===== src/rtl/divider_ctrl.sv =====
// ============================================================================
//  Module      : divider_ctrl
//  Description : Restoring unsigned divider sequencer driving a shared
//                subtract/restore ALU, one quotient bit per clock.
//  Revision    : 1.0 - initial release
// ============================================================================
`default_nettype none

module divider_ctrl #(
  parameter int WIDTH = 16
) (
  input  logic             clk,
  input  logic             rst_n,
  input  logic             Start,
  input  logic [WIDTH-1:0] Dividend,
  input  logic [WIDTH-1:0] Divisor,
  output logic             Busy,
  output logic             Valid,
  output logic             DivZero,
  output logic [WIDTH-1:0] Quotient,
  output logic [WIDTH-1:0] Remainder,
  output logic [31:0]      AluSrc1,
  output logic [31:0]      AluSrc2,
  output logic [5:0]       AluFunct,
  input  logic [31:0]      AluResult,
  input  logic             AluCarry
);

  localparam int         CNT_W      = (WIDTH > 1) ? $clog2(WIDTH) : 1;
  localparam logic [5:0] C_FUNCT_SUB = 6'b001010;

  typedef enum logic [1:0] {
    S_IDLE = 2'd0,
    S_CALC = 2'd1,
    S_DONE = 2'd2
  } state_t;

  state_t             r_state;
  state_t             w_state_next;
  logic [WIDTH-1:0]   r_d;
  logic [WIDTH-1:0]   r_q;
  logic [WIDTH-1:0]   r_r;
  logic [CNT_W-1:0]   r_cnt;
  logic               r_valid;
  logic               r_divzero;
  logic [WIDTH-1:0]   r_quot;
  logic [WIDTH-1:0]   r_rem;

  logic [WIDTH:0]     w_s;
  logic [WIDTH-1:0]   w_q_next;
  logic [WIDTH-1:0]   w_r_next;
  logic               w_last;
  logic               w_unused;

  assign w_s      = {r_r, r_q[WIDTH-1]};
  assign w_r_next = AluCarry ? w_s[WIDTH-1:0] : AluResult[WIDTH-1:0];
  assign w_last   = (r_cnt == CNT_W'(WIDTH - 1));
  // Upper ALU result bits are always zero for a non-borrowing subtract.
  assign w_unused = ^AluResult[31:WIDTH];

  generate
    if (WIDTH == 1) begin : g_q_single
      assign w_q_next = ~AluCarry;
    end else begin : g_q_shift
      assign w_q_next = {r_q[WIDTH-2:0], ~AluCarry};
    end
  endgenerate

  always_ff @(posedge clk or negedge rst_n) begin
    if (!rst_n) begin
      r_state <= S_IDLE;
    end else begin
      r_state <= w_state_next;
    end
  end

  always_comb begin
    w_state_next = r_state;
    Busy         = 1'b0;
    AluSrc1      = 32'd0;
    AluSrc2      = 32'd0;
    AluFunct     = 6'b000000;
    case (r_state)
      S_IDLE: begin
        if (Start) begin
          w_state_next = (Divisor != '0) ? S_CALC : S_DONE;
        end
      end
      S_CALC: begin
        Busy     = 1'b1;
        AluSrc1  = 32'(r_d);
        AluSrc2  = 32'(w_s);
        AluFunct = C_FUNCT_SUB;
        if (w_last) begin
          w_state_next = S_DONE;
        end
      end
      S_DONE: begin
        Busy         = 1'b1;
        w_state_next = S_IDLE;
      end
      default: begin
        w_state_next = S_IDLE;
      end
    endcase
  end

  always_ff @(posedge clk or negedge rst_n) begin
    if (!rst_n) begin
      r_d       <= '0;
      r_q       <= '0;
      r_r       <= '0;
      r_cnt     <= '0;
      r_valid   <= 1'b0;
      r_divzero <= 1'b0;
      r_quot    <= '0;
      r_rem     <= '0;
    end else begin
      r_valid <= (w_state_next == S_DONE);
      case (r_state)
        S_IDLE: begin
          if (Start) begin
            if (Divisor != '0) begin
              r_d       <= Divisor;
              r_q       <= Dividend;
              r_r       <= '0;
              r_cnt     <= '0;
              r_divzero <= 1'b0;
            end else begin
              r_quot    <= '1;
              r_rem     <= Dividend;
              r_divzero <= 1'b1;
            end
          end
        end
        S_CALC: begin
          r_q   <= w_q_next;
          r_r   <= w_r_next;
          r_cnt <= r_cnt + CNT_W'(1);
          if (w_last) begin
            r_quot <= w_q_next;
            r_rem  <= w_r_next;
          end
        end
        default: begin
        end
      endcase
    end
  end

  assign Valid     = r_valid;
  assign DivZero   = r_divzero;
  assign Quotient  = r_quot;
  assign Remainder = r_rem;

endmodule

`default_nettype wire


===== config.mk =====
export PLATFORM = sky130hd
export DESIGN_NAME = divider_ctrl
export DESIGN_NICKNAME = d
export VERILOG_FILES = /design/src/rtl/divider_ctrl.sv
export SDC_FILE = /design/constraint.sdc
export NUM_CORES = 1
export LEC_CHECK = 0
export BUFFER_PORTS_ARGS = -buffer_cell sky130_fd_sc_hd__buf_2
export CORE_ASPECT_RATIO = 0.9
export CORE_MARGIN = 2
export CORE_UTILIZATION = 45
export DETAILED_ROUTE_END_ITERATION = 8
export PLACE_DENSITY = 0.82
export SLEW_MARGIN = 30
export SYNTH_ARGS = -nofsm -noshare
export SYNTH_HDL_FRONTEND = slang
export SYNTH_SLANG_ARGS = --single-unit

===== constraint.sdc =====
create_clock -name clk -period 1.9 [get_ports clk]
set_input_delay 0.19 -clock clk [delete_from_list [all_inputs] [get_ports clk]]
set_output_delay 0.19 -clock clk [all_outputs]
set_load 0.02 [all_outputs]

* After elaboration in Yosys (flattened, before gate mapping) *
Cells that the tools add are included.

storage, ports and cells
  bits in registers = 88
  input bits = 68
  output and inout bits = 105
  word-level logic and storage cells = 54

operators by class
  $add $sub $neg = 1
  equality and inequality tests = 8
  muxes and demuxes = 27
  bitwise gates (word level) = 1
  reductions and logical operators = 8

operators with widths
  operator                                             number
  two-way mux 16 bit                                   12
  case mux 16 bit (2 select lines)                     4
  two-way mux 17 bit                                   1
  nonzero test 16 bit                                  1
  two-way mux 4 bit                                    3
  != test 2 bit, second input constant                 4
  case mux 4 bit (2 select lines)                      1
  two-way mux 2 bit                                    3
  AND reduction 3 bit                                  2
  adder 4 x 1 -> 4 bit, second input constant          1
  equality test 2 bit, second input constant           2
  equality test 4 bit, second input constant           1
  case mux 2 bit (2 select lines)                      1
  AND reduction 4 bit                                  1
  equality test 2 x 1 -> 1 bit, second input constant  1
  zero test 2 bit                                      1
  two-way mux 1 bit                                    2
  AND reduction 2 bit                                  1
  nonzero test 2 bit                                   1
  OR reduction 2 bit                                   1
  inverter 1 bit                                       1

* Longest topological paths before layout *
Gate-level depths: netlist of run 1.

  depth in word-level cells = 5
  mapped depth = 9
  gate-level depth less buffers = 6

* Worst setup path before layout of run 1 *
Ideal clock, no wire load.

  kind = register to output
  start = reg r_state[1]
  end = out AluSrc1[10]
  arrival = 2111 ps
  data required time = 1710 ps
  path slack = -401 ps
  stages on the path, launching flop included = 8
  buffers on the path = 4
  cells stage by stage = dfrtp_1 -> inv_1 -> ha_1 -> clkbuf_1 -> clkbuf_1 -> clkbuf_1 -> clkbuf_1 -> and2_1

on the way
  word-level cells in the longest chain between the ends = 2

ends and longest elaborated chain
  item                          line  source
  from (decl)                   38    state_t r_state;
  from (signal assigned)        73    r_state <= w_state_next;
  equality test 2 x 1 -> 1 bit  83    case (r_state)
  two-way mux 16 bit            83
  to (decl)                     22    output logic [31:0] AluSrc1,

No other way between the ends.

* Final worst setup path of run 1 *
  start = reg r_state[1]
  end = out AluSrc2[13]

on the way
  word-level cells in the longest chain between the ends = 2

ends and longest elaborated chain
  item                          line  source
  equality test 2 x 1 -> 1 bit  83
  two-way mux 17 bit            83
  to (decl)                     23    output logic [31:0] AluSrc2,

No other way between the ends.

==> results by group, run 1 <==
CTS
  – CTS Buffer Depth: 2
  – H-Tree Level Count: 3
  – Num CTS Buffers: 9
  – CTS tree: done
  – CTS root buf: clkbuf_16
  – Clock transition at path regs: ~50 ps
  – Skew-Pair Late Insertion Delay: roughly 340 ps
  – CTS sink count: 88

Global route
  – First-pass GRT wire length: about 18 mm
  – Largest net degree at the start of global routing: 41
  – GR Overflow Total: 0
  – Initial antenna violation count: 1
  – Vias in the first global route: around 3500
  – Met3 Use GR: 0.0743
  – Total GRT Usage: 0.201
  – Met2 Use GR: 0.355
  – GRT busiest layer: met2
  – M1 GR Usage: 0.234

Routing
  – DRC viols: 0
  – Post-DRT Antenna Nets: 0
  – Via count: 3477
  – Drt total wl: ~11 mm
  – Avg WL per Cell: ~16 um
  – Length of the first detailed-routing pass in iterations: 4
  – Drt first-iter violations: 210
  – Via density: slightly above 5

Critical path
  – Crit path from: r_state[1]
  – Worst reg2reg path startpoint: r_state[1]
  – Setup crit end kind: primary output
  – WS Path Type: reg2out
  – Crit path max fanout: 24
  – Arr. time, crit path: about 1700 ps
  – Required time of the critical path: between 1500 and 2000 ps
  – FF-to-FF path depth: 6
  – Worst stage delay on the critical path: ~400 ps
  – Worst path slowest cell: dfrtp_1
  – Critical Path, Cell by Cell: inv_2 -> ha_4 -> buf_6 -> buf_12 -> and2_1 -> buf_2
  – R2R Setup Slk: roughly 80 ps
  – Critical path launch point type: register

Yosys
  – Post-synthesis mux area share: 0.161
  – Largest family of logic cells by synthesized area: multiplexers
  – Warnings from Yosys: 0
  – Synth Instances: approximately 400
  – Sequential area share after synthesis: 0.477
  – Post-synth cell types: 36
  – Number of synthesized flops with an enable pin: 0
  – Synth Area in XOR/XNOR: 0
  – Post-Synth Adder-Cell Area: 0.00813
  – Synth Area in Simple Gates: 0.141
  – Syn Area/Cell: 11.3 um^2
  – Main flop type after synthesis: dfrtp_1
  – Post-synth ARST share: 1.00
  – Synth Area in Compound Gates: 0.113
  – Synthesized area: about 0.0046 mm^2
  – Number of synthesized register bits: between 80 and 90

Power and ir drop
  – Static leakage: roughly 2.8 nW
  – P_sw: 3.84 mW
  – Pwr Density: around 1700 mW/mm^2
  – Cell internal pwr: 6.08 mW
  – Switching share of power: 0.387
  – Peak VDD IR: slightly above 0.0009 V
  – Logic pwr share: 0.482
  – Flop pwr share: 0.327
  – Clock power share: 0.191

STA
  – Max_slew headroom: 0.641
  – Setup TNS: 0 ps
  – Worst Skew: between 8 and 9 ps
  – Final hold vios: 0
  – Fin Hold WS: around 140 ps
  – Max Clock Freq: 544 MHz
  – Fin crit share: 0.968
  – Final Max Tran Viols: 0
  – Final setup fails: 0
  – Unrepaired setup endpoints after global routing: yes
  – Setup ws final: 61.4 ps
  – Worst slew pin tran: ~540 ps
  – Crit path time final: roughly 1800 ps

Floorplan
  – FP Rows: 35
  – DIE AREA: ~0.011 mm^2
  – Core Region: approximately 0.010 mm^2
  – Die height: 100 um
  – Die Width: approximately 110 um
  – Starting Density: 0.456
  – IO Pins: between 150 and 200

Place
  – Dpl hpwl: 7.96 mm
  – Final Wtd Congestion: between 0.8 and 0.9
  – Placed cells: 649
  – Port buffer count: 121
  – Pre-CTS setup slack: -146 ps

Finish
  – Layout cell share with drive strength beyond 1: 0.351
  – Filler Cell Count: 866
  – Post-Layout Cell Count: about 670
  – Final nets: 607
  – Synth-to-layout area growth: 25.0%

Flow run
  – Max-Cap Viols: 0

Min path
  – Worst hold path cell count: 2
  – Critical hold path startpoint: Divisor[13]
  – Worst Hold Class: in2reg

Outcome
  – Status: finished, final reports clean
## layout by cell type (no fill, tap or decap), types with 2 or more instances in the layout
cell,n
nand3_1,3
buf_12,5
buf_2,119
inv_1,19
o22ai_1,2
mux2i_1,19
nor3b_1,2
dfrtp_1,88
buf_4,16
clkbuf_1,3
mux2_2,17
nand2_1,19
mux2_1,32
a21oi_1,3
ha_4,2
bufinv_16,2
clkbuf_16,9
nor4_4,4
o21ai_0,18
nor2_1,2
o22a_1,16
and2_1,30
nor4_1,15
a221o_1,17
nor2b_1,18
and2_2,4
conb_1,35
## path summary, 6_finish.rpt
path / endpoint
max in group asynchronous: r_d[12]
worst max register to register: r_d[6]
worst min-delay path: r_d[13]
worst max-delay path: AluSrc2[13]
worst min register to register: DivZero
min in group asynchronous: Remainder[15]
## Yosys cell counts (15+ instances only)
cell       n  share of area
nor2b_1   18          0.024
inv_1     20          0.016
o21ai_0   18          0.020
dfrtp_1   88           0.48
a221o_1   17          0.037
o22a_1    16          0.030
nor4_1    15          0.020
clkbuf_1  19          0.015
mux2i_1   19          0.041
and2_1    35          0.047
buf_4     39          0.063
mux2_1    32          0.078
mux2_2    17          0.041
nand2_1   19          0.015
## critical path: cells and delay by family, from the launching register on
kind | cells | cell delay [ps]
adders and majority gates | 1 | 180
buffers and inverters | 4 | 580
DFF | 1 | 400
and+or+nand+nor | 1 | 140
## power groups by stage
stage	combinational (mW)	clock, mW	sequential [mW]
floorplan	2.89	0	3.47
global placement	4.42	0	3.19
detailed placement	4.56	0	3.26
CTS	4.74	1.92	3.24
global route	5.16	2.01	3.34
finish	4.78	1.89	3.24
## kinds of logic (layout without fill, tap and decap cells)
family	count (synthesis)	count (layout)
other cells	1	36
fa+ha+maj	3	3
mux	68	68
flops	88	88
simple gates	102	102
buf+inv	82	180
compound gates	65	65
## what timing repair did
action,CTS,global route
endpoints found under the setup margin,66,52
hold endpoints to repair,38,0
gates resized for setup,5,6
hold buffers,1,0
gates cloned,1,0
setup buffers,2,1
pin swaps,0,0
## area by class of cell
cell class                      instances  area (um^2)  share of cell area
Timing Repair Buffer                  144          885               0.153
Antenna cell                            1         2.50            0.000434
Clock inverter                          3         65.1              0.0113
Sequential cell                        88         2200               0.382
Multi-Input combinational cell        273         2130               0.369
Clock buffer                           13          250              0.0434
Tap cell                              129          161              0.0280
Inverter                               20         75.1              0.0130
## layer usage
layer | part of all wire | up-vias
met4 | 0.011 | 0
met5 | 0 | -
met2 | 0.50 | 139
met1 | 0.42 | 1701
li1 | - | 1627
met3 | 0.071 | 10
## registers in the layout, summed over array words and instances (netlist names)
| register | count |
|---|---|
| DivZero | 1 |
| Quotient | 16 |
| Remainder | 16 |
| Valid | 1 |
| r_cnt | 4 |
| r_d | 16 |
| r_q | 16 |
| r_r | 16 |
| r_state | 2 |
## stage by stage
stage | cell area (um^2) | power [mW] | utilization
after floorplan | 4770 | 6.37 | -
after global placement | 5340 | 7.61 | 0.528
after global routing | 5770 | 10.5 | 0.570
after detailed placement | 5340 | 7.82 | 0.528
final | 5770 | 9.92 | 0.571
after CTS | 5730 | 9.90 | 0.567
Note: power is estimated with default switching activity, not from simulation.
==> run 2: changes to the inputs <==
--- a/config.mk
+++ b/config.mk
@@ -11,6 +11,7 @@
 export CORE_UTILIZATION = 45
 export DETAILED_ROUTE_END_ITERATION = 8
 export PLACE_DENSITY = 0.82
+export RECOVER_POWER = 50
 export SLEW_MARGIN = 30
 export SYNTH_ARGS = -nofsm -noshare
 export SYNTH_HDL_FRONTEND = slang
==> run 2 against run 1 <==
Compared with the run above:
- wire length hardly changed
- clock skew is 0.80 ps lower
- design area is 0.80% lower
- power is 0.80% lower
- core utilization is 0.46 points lower
- combinational power is 2% lower
==> results by group, run 2 (synthesized netlist as in run 1, its figures left out) <==
Critical path
  – Critical path buffers and inverters: 4 (unchanged)
  – Setup crit end kind: primary output (unchanged)
  – Critical Path, Cell by Cell: inv_2 -> ha_4 -> buf_6 -> buf_12 -> and2_1 -> buf_2 (unchanged)
  – Critical path launch point type: register (unchanged)
  – Worst path slowest cell: dfrtp_1 (unchanged)
  – Worst reg2reg path startpoint: r_state[1] (unchanged)
  – WS Path Type: reg2out (unchanged)
  – Arr. time, crit path: 1650 ps (about the same)
  – R2R Path End: r_d[6] (unchanged)
  – Cell class contributing the biggest share of worst-path delay: buffers and inverters (unchanged)
  – Worst stage delay on the critical path: 400 ps (about the same)
  – FF-to-FF path depth: 6 (unchanged)
  – Crit path max fanout: 24 (unchanged)
  – Required time of the critical path: 1710 ps (about the same)
  – R2R Setup Slk: 90 ps (was 80 ps)

Routing
  – Drt first-iter violations: 206 (was 210)
  – Avg WL per Cell: 16.4 um (about the same)
  – Post-DRT Antenna Nets: 0 (unchanged)
  – Via density: 5.23 (was 5.18)
  – Via count: 3508 (was 3477)
  – Drt total wl: 11.0 mm (about the same)
  – Length of the first detailed-routing pass in iterations: 4 (unchanged)
  – DRC viols: 0 (unchanged)

Finish
  – Design area: 0.00573 mm^2 (was 0.00577 mm^2)
  – Most frequent cells in the layout: dfrtp_1, buf_2, clkbuf_1, conb_1, mux2_1 (was buf_2, dfrtp_1, conb_1, mux2_1, and2_1)
  – Most common cell after layout, fill and taps aside: dfrtp_1 (was buf_2)
  – Layout cell share with drive strength beyond 1: 0.290 (was 0.351)
  – Synth-to-layout area growth: 24.0% (was 25.0%)
  – Final nets: 607 (unchanged)

CTS
  – H-Tree Level Count: 3 (unchanged)
  – CTS Buffer Depth: 2 (unchanged)
  – Clock transition at path regs: 50 ps (about the same)
  – CTS sink count: 88 (unchanged)
  – Skew-Pair Late Insertion Delay: 340 ps (about the same)
  – CTS tree: done (unchanged)
  – Num CTS Buffers: 9 (unchanged)
  – CTS root buf: clkbuf_16 (unchanged)

STA
  – Worst slew pin tran: 1060 ps (was 539 ps)
  – Final setup fails: 0 (unchanged)
  – Final Max Tran Viols: 0 (unchanged)
  – Max_slew headroom: 0.295 (was 0.641)
  – Fin Hold WS: 138 ps (about the same)
  – Setup TNS: 0 ps (unchanged)
  – Final hold vios: 0 (unchanged)
  – Crit path time final: 1840 ps (about the same)
  – Unrepaired setup endpoints after global routing: yes (unchanged)
  – Max Clock Freq: 545 MHz (was 544 MHz)
  – Worst Skew: 7.35 ps (was 8.15 ps)
  – Fin crit share: 0.966 (was 0.968)

Floorplan
  – DIE AREA: 0.0111 mm^2 (unchanged)
  – Core Region: 0.0101 mm^2 (unchanged)
  – Die Width: 111 um (unchanged)
  – FP Rows: 35 (unchanged)
  – Die height: 100 um (unchanged)
  – IO Pins: 173 (unchanged)
  – Starting Density: 0.456 (unchanged)

Min path
  – Hold Path End: r_d[13] (unchanged)
  – Worst hold path cell count: 2 (unchanged)
  – Worst Hold Class: in2reg (unchanged)
  – Critical hold path startpoint: Divisor[13] (unchanged)

Flow run
  – Max-Cap Viols: 0 (unchanged)

Place
  – Port buffer count: 121 (unchanged)
  – Post-DP Area: 0.00534 mm^2 (unchanged)
  – Final Wtd Congestion: 0.839 (unchanged)
  – Dpl hpwl: 7.96 mm (unchanged)

Power and ir drop
  – Pwr Density: 1720 mW/mm^2 (about the same)
  – Peak VDD IR: 0.000896 V (was 0.000916 V)
  – Static leakage: 2.74 nW (was 2.84 nW)
  – PnR Total Power: 9.84 mW (was 9.92 mW)

Global route
  – GR Overflow Total: 0 (unchanged)
  – Total GRT Usage: 0.201 (unchanged)
  – Initial antenna violation count: 1 (unchanged)
  – First-pass GRT wire length: 17.5 mm (unchanged)
  – Vias in the first global route: 3537 (unchanged)
  – Largest net degree at the start of global routing: 41 (unchanged)

Outcome
  – Status: finished, final reports clean (unchanged)
run 2: per-stage QoR:
stage,util,setup WS [ps],instances
6_report,0.566,64.2,671
3_5_place_dp,0.528,-146,649
4_1_cts,0.567,20.9,669
3_3_place_gp,0.528,-26.8,649
5_1_grt,0.566,-17.2,670
2_1_floorplan,-,-53.2,443
run 2: routing by layer:
metal  global-route usage  share of wire
met3               0.0743          0.079
met4               0.0510          0.011
met5                    0              0
met2                0.355           0.50
met1                0.234           0.41
run 2: where the power goes:
part           internal, mW  switching (mW)
clock network          1.19           0.704
logic                  2.11            2.59
registers              2.70           0.547
run 2: layout make-up:
cell class	count	area [um^2]
Antenna cell	1	2.50
Fill cell	885	4390
Clock inverter	3	65.1
Clock buffer	13	250
Tap cell	129	161
Sequential cell	88	2200
Inverter	20	75.1
Multi-Input combinational cell	273	2130
Timing Repair Buffer	144	838
run 2: how the worst max path moves through the flow:
stage / from / endpoint / slack, ps / depth (start not counted)
after floorplan: r_state[1] / Remainder[10] / -50 / 8
after global placement: r_state[1] / Quotient[9] / -30 / 7
after detailed placement: r_state[1] / Quotient[14] / -150 / 7
after CTS: r_state[1] / Remainder[3] / 20 / 8
after global routing: r_cnt[0] / Remainder[9] / -20 / 6
final: r_state[1] / AluSrc2[13] / 60 / 6
run 2: repair_timing:
| item | 4_1_cts | 5_1_grt |
|---|---|---|
| gates cloned | 1 | 0 |
| gates resized for setup | 5 | 6 |
| hold endpoints to repair | 38 | 0 |
| hold buffers | 1 | 0 |
| buffers inserted | 2 | 1 |
| setup endpoints to repair | 66 | 52 |
run 2: worst register-to-register path, delay by kind of cell (launching register included):
family,cells,cell delay (ps)
DFF,1,400
buffers and inverters,2,410
AOI/OAI and AO/OA,1,230
and+or+nand+nor,1,110
muxes,1,370
adders and majority gates,1,170
==> run 3: changes to the inputs <==
--- a/config.mk
+++ b/config.mk
@@ -10,6 +10,7 @@
 export CORE_MARGIN = 2
 export CORE_UTILIZATION = 45
 export DETAILED_ROUTE_END_ITERATION = 8
+export HOLD_SLACK_MARGIN = 0.06
 export PLACE_DENSITY = 0.82
 export RECOVER_POWER = 50
 export SLEW_MARGIN = 30
==> constraint.sdc (replaced) <==
create_clock -name clk -period 1.9 [get_ports clk]
set_input_delay 0.095 -clock clk [delete_from_list [all_inputs] [get_ports clk]]
set_output_delay 0.095 -clock clk [all_outputs]
set_load 0.02 [all_outputs]
==> run 3 against run 2 <==
Compared with the run above:
- maximum frequency shrank 2.3%
- power grew 2.8%
- sequential power is essentially flat
- clock skew grew 2.5 ps
- wire length grew 4.5%
- worst hold slack gained 3.6 ps
- largest power group unchanged
- clock power shrank 7%
- sequential share of layout area shrank 1.9 points
- design area grew 5.1%
- combinational power grew 8.9%
- die area is the same
- core utilization grew 2.9 points
==> results by group, run 3 (synthesized netlist as in run 1, its figures left out) <==
STA
  – Final setup fails: 0 (unchanged)
  – Final hold vios: 0 (unchanged)
  – Final Max Tran Viols: 0 (unchanged)
  – Max Clock Freq: 532 MHz (was 545 MHz)
  – Crit path time final: 1880 ps (was 1840 ps)
  – Fin crit share: 0.989 (was 0.966)
  – Worst Skew: 9.87 ps (was 7.35 ps)
  – Setup TNS: 0 ps (unchanged)
  – Max_slew headroom: 0.153 (was 0.295)
  – Worst slew pin tran: 1270 ps (was 1060 ps)

Critical path
  – Setup crit end kind: register (was primary output)
  – Arr. time, crit path: 2110 ps (was 1650 ps)
  – R2R Setup Slk: 30 ps (was 90 ps)
  – Critical path launch point type: input port (was register)
  – WS Path Type: in2reg (was reg2out)
  – Crit path max fanout: 8 (was 24)
  – Required time of the critical path: 2130 ps (was 1710 ps)

Power and ir drop
  – Pwr Density: 1680 mW/mm^2 (was 1720 mW/mm^2)
  – Peak VDD IR: 0.000928 V (was 0.000896 V)
  – Static leakage: 2.86 nW (was 2.74 nW)

Global route
  – GRT busiest layer: met2 (unchanged)
  – GR Overflow Total: 0 (unchanged)
  – Total GRT Usage: 0.204 (was 0.201)
  – Initial antenna violation count: 1 (unchanged)
  – M1 GR Usage: 0.247 (was 0.234)
  – Vias in the first global route: 3592 (was 3537)
  – Met2 Use GR: 0.359 (was 0.355)
  – First-pass GRT wire length: 17.8 mm (was 17.5 mm)
  – Largest net degree at the start of global routing: 67 (was 41)
  – Met3 Use GR: 0.0694 (was 0.0743)

Place
  – Port buffer count: 121 (unchanged)
  – Post-DP Area: 0.00532 mm^2 (was 0.00534 mm^2)
  – Dpl hpwl: 7.56 mm (was 7.96 mm)
  – Placed cells: 645 (was 649)
  – Final Wtd Congestion: 0.835 (was 0.839)

Finish
  – Most frequent cells in the layout: dfrtp_1, buf_2, clkbuf_1, conb_1, mux2_1 (unchanged)
  – Final nets: 624 (was 607)
  – ANT cells: 0 (was 1)
  – Synth-to-layout area growth: 30.3% (was 24.0%)
  – Design area: 0.00602 mm^2 (was 0.00573 mm^2)
  – Post-Layout Cell Count: 687 (was 671)
  – Layout cell share with drive strength beyond 1: 0.303 (was 0.290)
  – Most common cell after layout, fill and taps aside: dfrtp_1 (unchanged)

Outcome
  – Status: finished, final reports clean (unchanged)

Routing
  – Drt first-iter violations: 196 (was 206)
  – Avg WL per Cell: 16.7 um (was 16.4 um)
  – Via count: 3594 (was 3508)
  – DRC viols: 0 (unchanged)
  – Length of the first detailed-routing pass in iterations: 4 (unchanged)
  – Post-DRT Antenna Nets: 0 (unchanged)
  – Drt total wl: 11.5 mm (was 11.0 mm)
  – Via density: 5.23 (about the same)

CTS
  – Skew-Pair Late Insertion Delay: 350 ps (was 340 ps)
  – CTS root buf: clkbuf_16 (unchanged)
  – Clock transition at path regs: 70 ps (was 50 ps)
  – H-Tree Level Count: 3 (unchanged)
  – CTS Buffer Depth: 2 (unchanged)
  – CTS tree: done (unchanged)
  – CTS sink count: 88 (unchanged)
  – Num CTS Buffers: 9 (unchanged)

Floorplan
  – Core Region: 0.0101 mm^2 (unchanged)
  – IO Pins: 173 (unchanged)
  – FP Rows: 35 (unchanged)
  – DIE AREA: 0.0111 mm^2 (unchanged)
  – Die height: 100 um (unchanged)
  – Die Width: 111 um (unchanged)
  – Starting Density: 0.456 (unchanged)

Flow run
  – Max-Cap Viols: 0 (unchanged)

Min path
  – Worst Hold Class: in2reg (unchanged)
run 3: changes by cell type in the layout (fill, tap and decap cells not counted), moves of 4 or more:
cell,change
and2_1,-4
and2_2,+5
nor4_2,+4
inv_8,+4
buf_2,-5
clkbuf_16,+4
nor4_1,-4
dlygate4sd3_1,+14
run 3: what timing repair did:
item / in CTS / in global routing
pin swaps: 0 / 8
resized for setup: 4 / 17
gates cloned: 1 / 4
hold buffers: 17 / 0
endpoints found under the hold margin: 104 / 0
setup endpoints to repair: 55 / 90
buffers inserted: 0 / 8
run 3: power by group:
group	internal, mW	leakage (nW)	total, mW	switching [mW]
Clock	0.931	0.144	1.76	0.828
Sequential	2.70	1.08	3.24	0.537
Combinational	2.40	1.64	5.12	2.72
run 3: area by class of cell:
| cell class | count | area (um^2) |
|---|---|---|
| clock buffer | 9 | 225 |
| clock inverter | 7 | 70.1 |
| fill | 833 | 4100 |
| inverter | 20 | 75.1 |
| multi-input combinational | 273 | 2170 |
| sequential | 88 | 2200 |
| tap | 129 | 161 |
| timing repair buffer | 161 | 1120 |
run 3: layer usage:
metal | vias up | part of all wire
met3 | 11 | 0.075
li1 | 1673 | -
met5 | - | 0
met4 | 0 | 0.0094
met2 | 148 | 0.50
met1 | 1762 | 0.42
run 3: per-stage QoR:
stage,setup slack (ps),total power [mW],hold WS (ps),utilization
after floorplan,-52.9,6.37,-201,-
after global placement,-22.1,7.59,-0.507,0.526
after detailed placement,-145,7.75,4.70,0.526
after CTS,-61.1,9.72,132,0.576
after global routing,-23.3,10.7,141,0.595
final,20.3,10.1,142,0.595
run 3: critical path: stages:
cell	delay (ps)
dlygate4sd3_1	530
buf_2	140
nor4_4	200
buf_4	180
a41oi_4	140
a21oi_4	180
buf_12	160
clkbuf_16	160
mux2_1	320
run 3: worst paths after layout:
kind | from | to | depth (start not counted)
max | Divisor[15] | r_r[6] | 9
min | Start | Valid | 3
max reg2reg | r_state[1] | r_cnt[0] | 9
min reg2reg | r_r[15] | r_r[15] | 1
max in group asynchronous | rst_n | r_r[14] | 3
min in group asynchronous | rst_n | Quotient[8] | 2
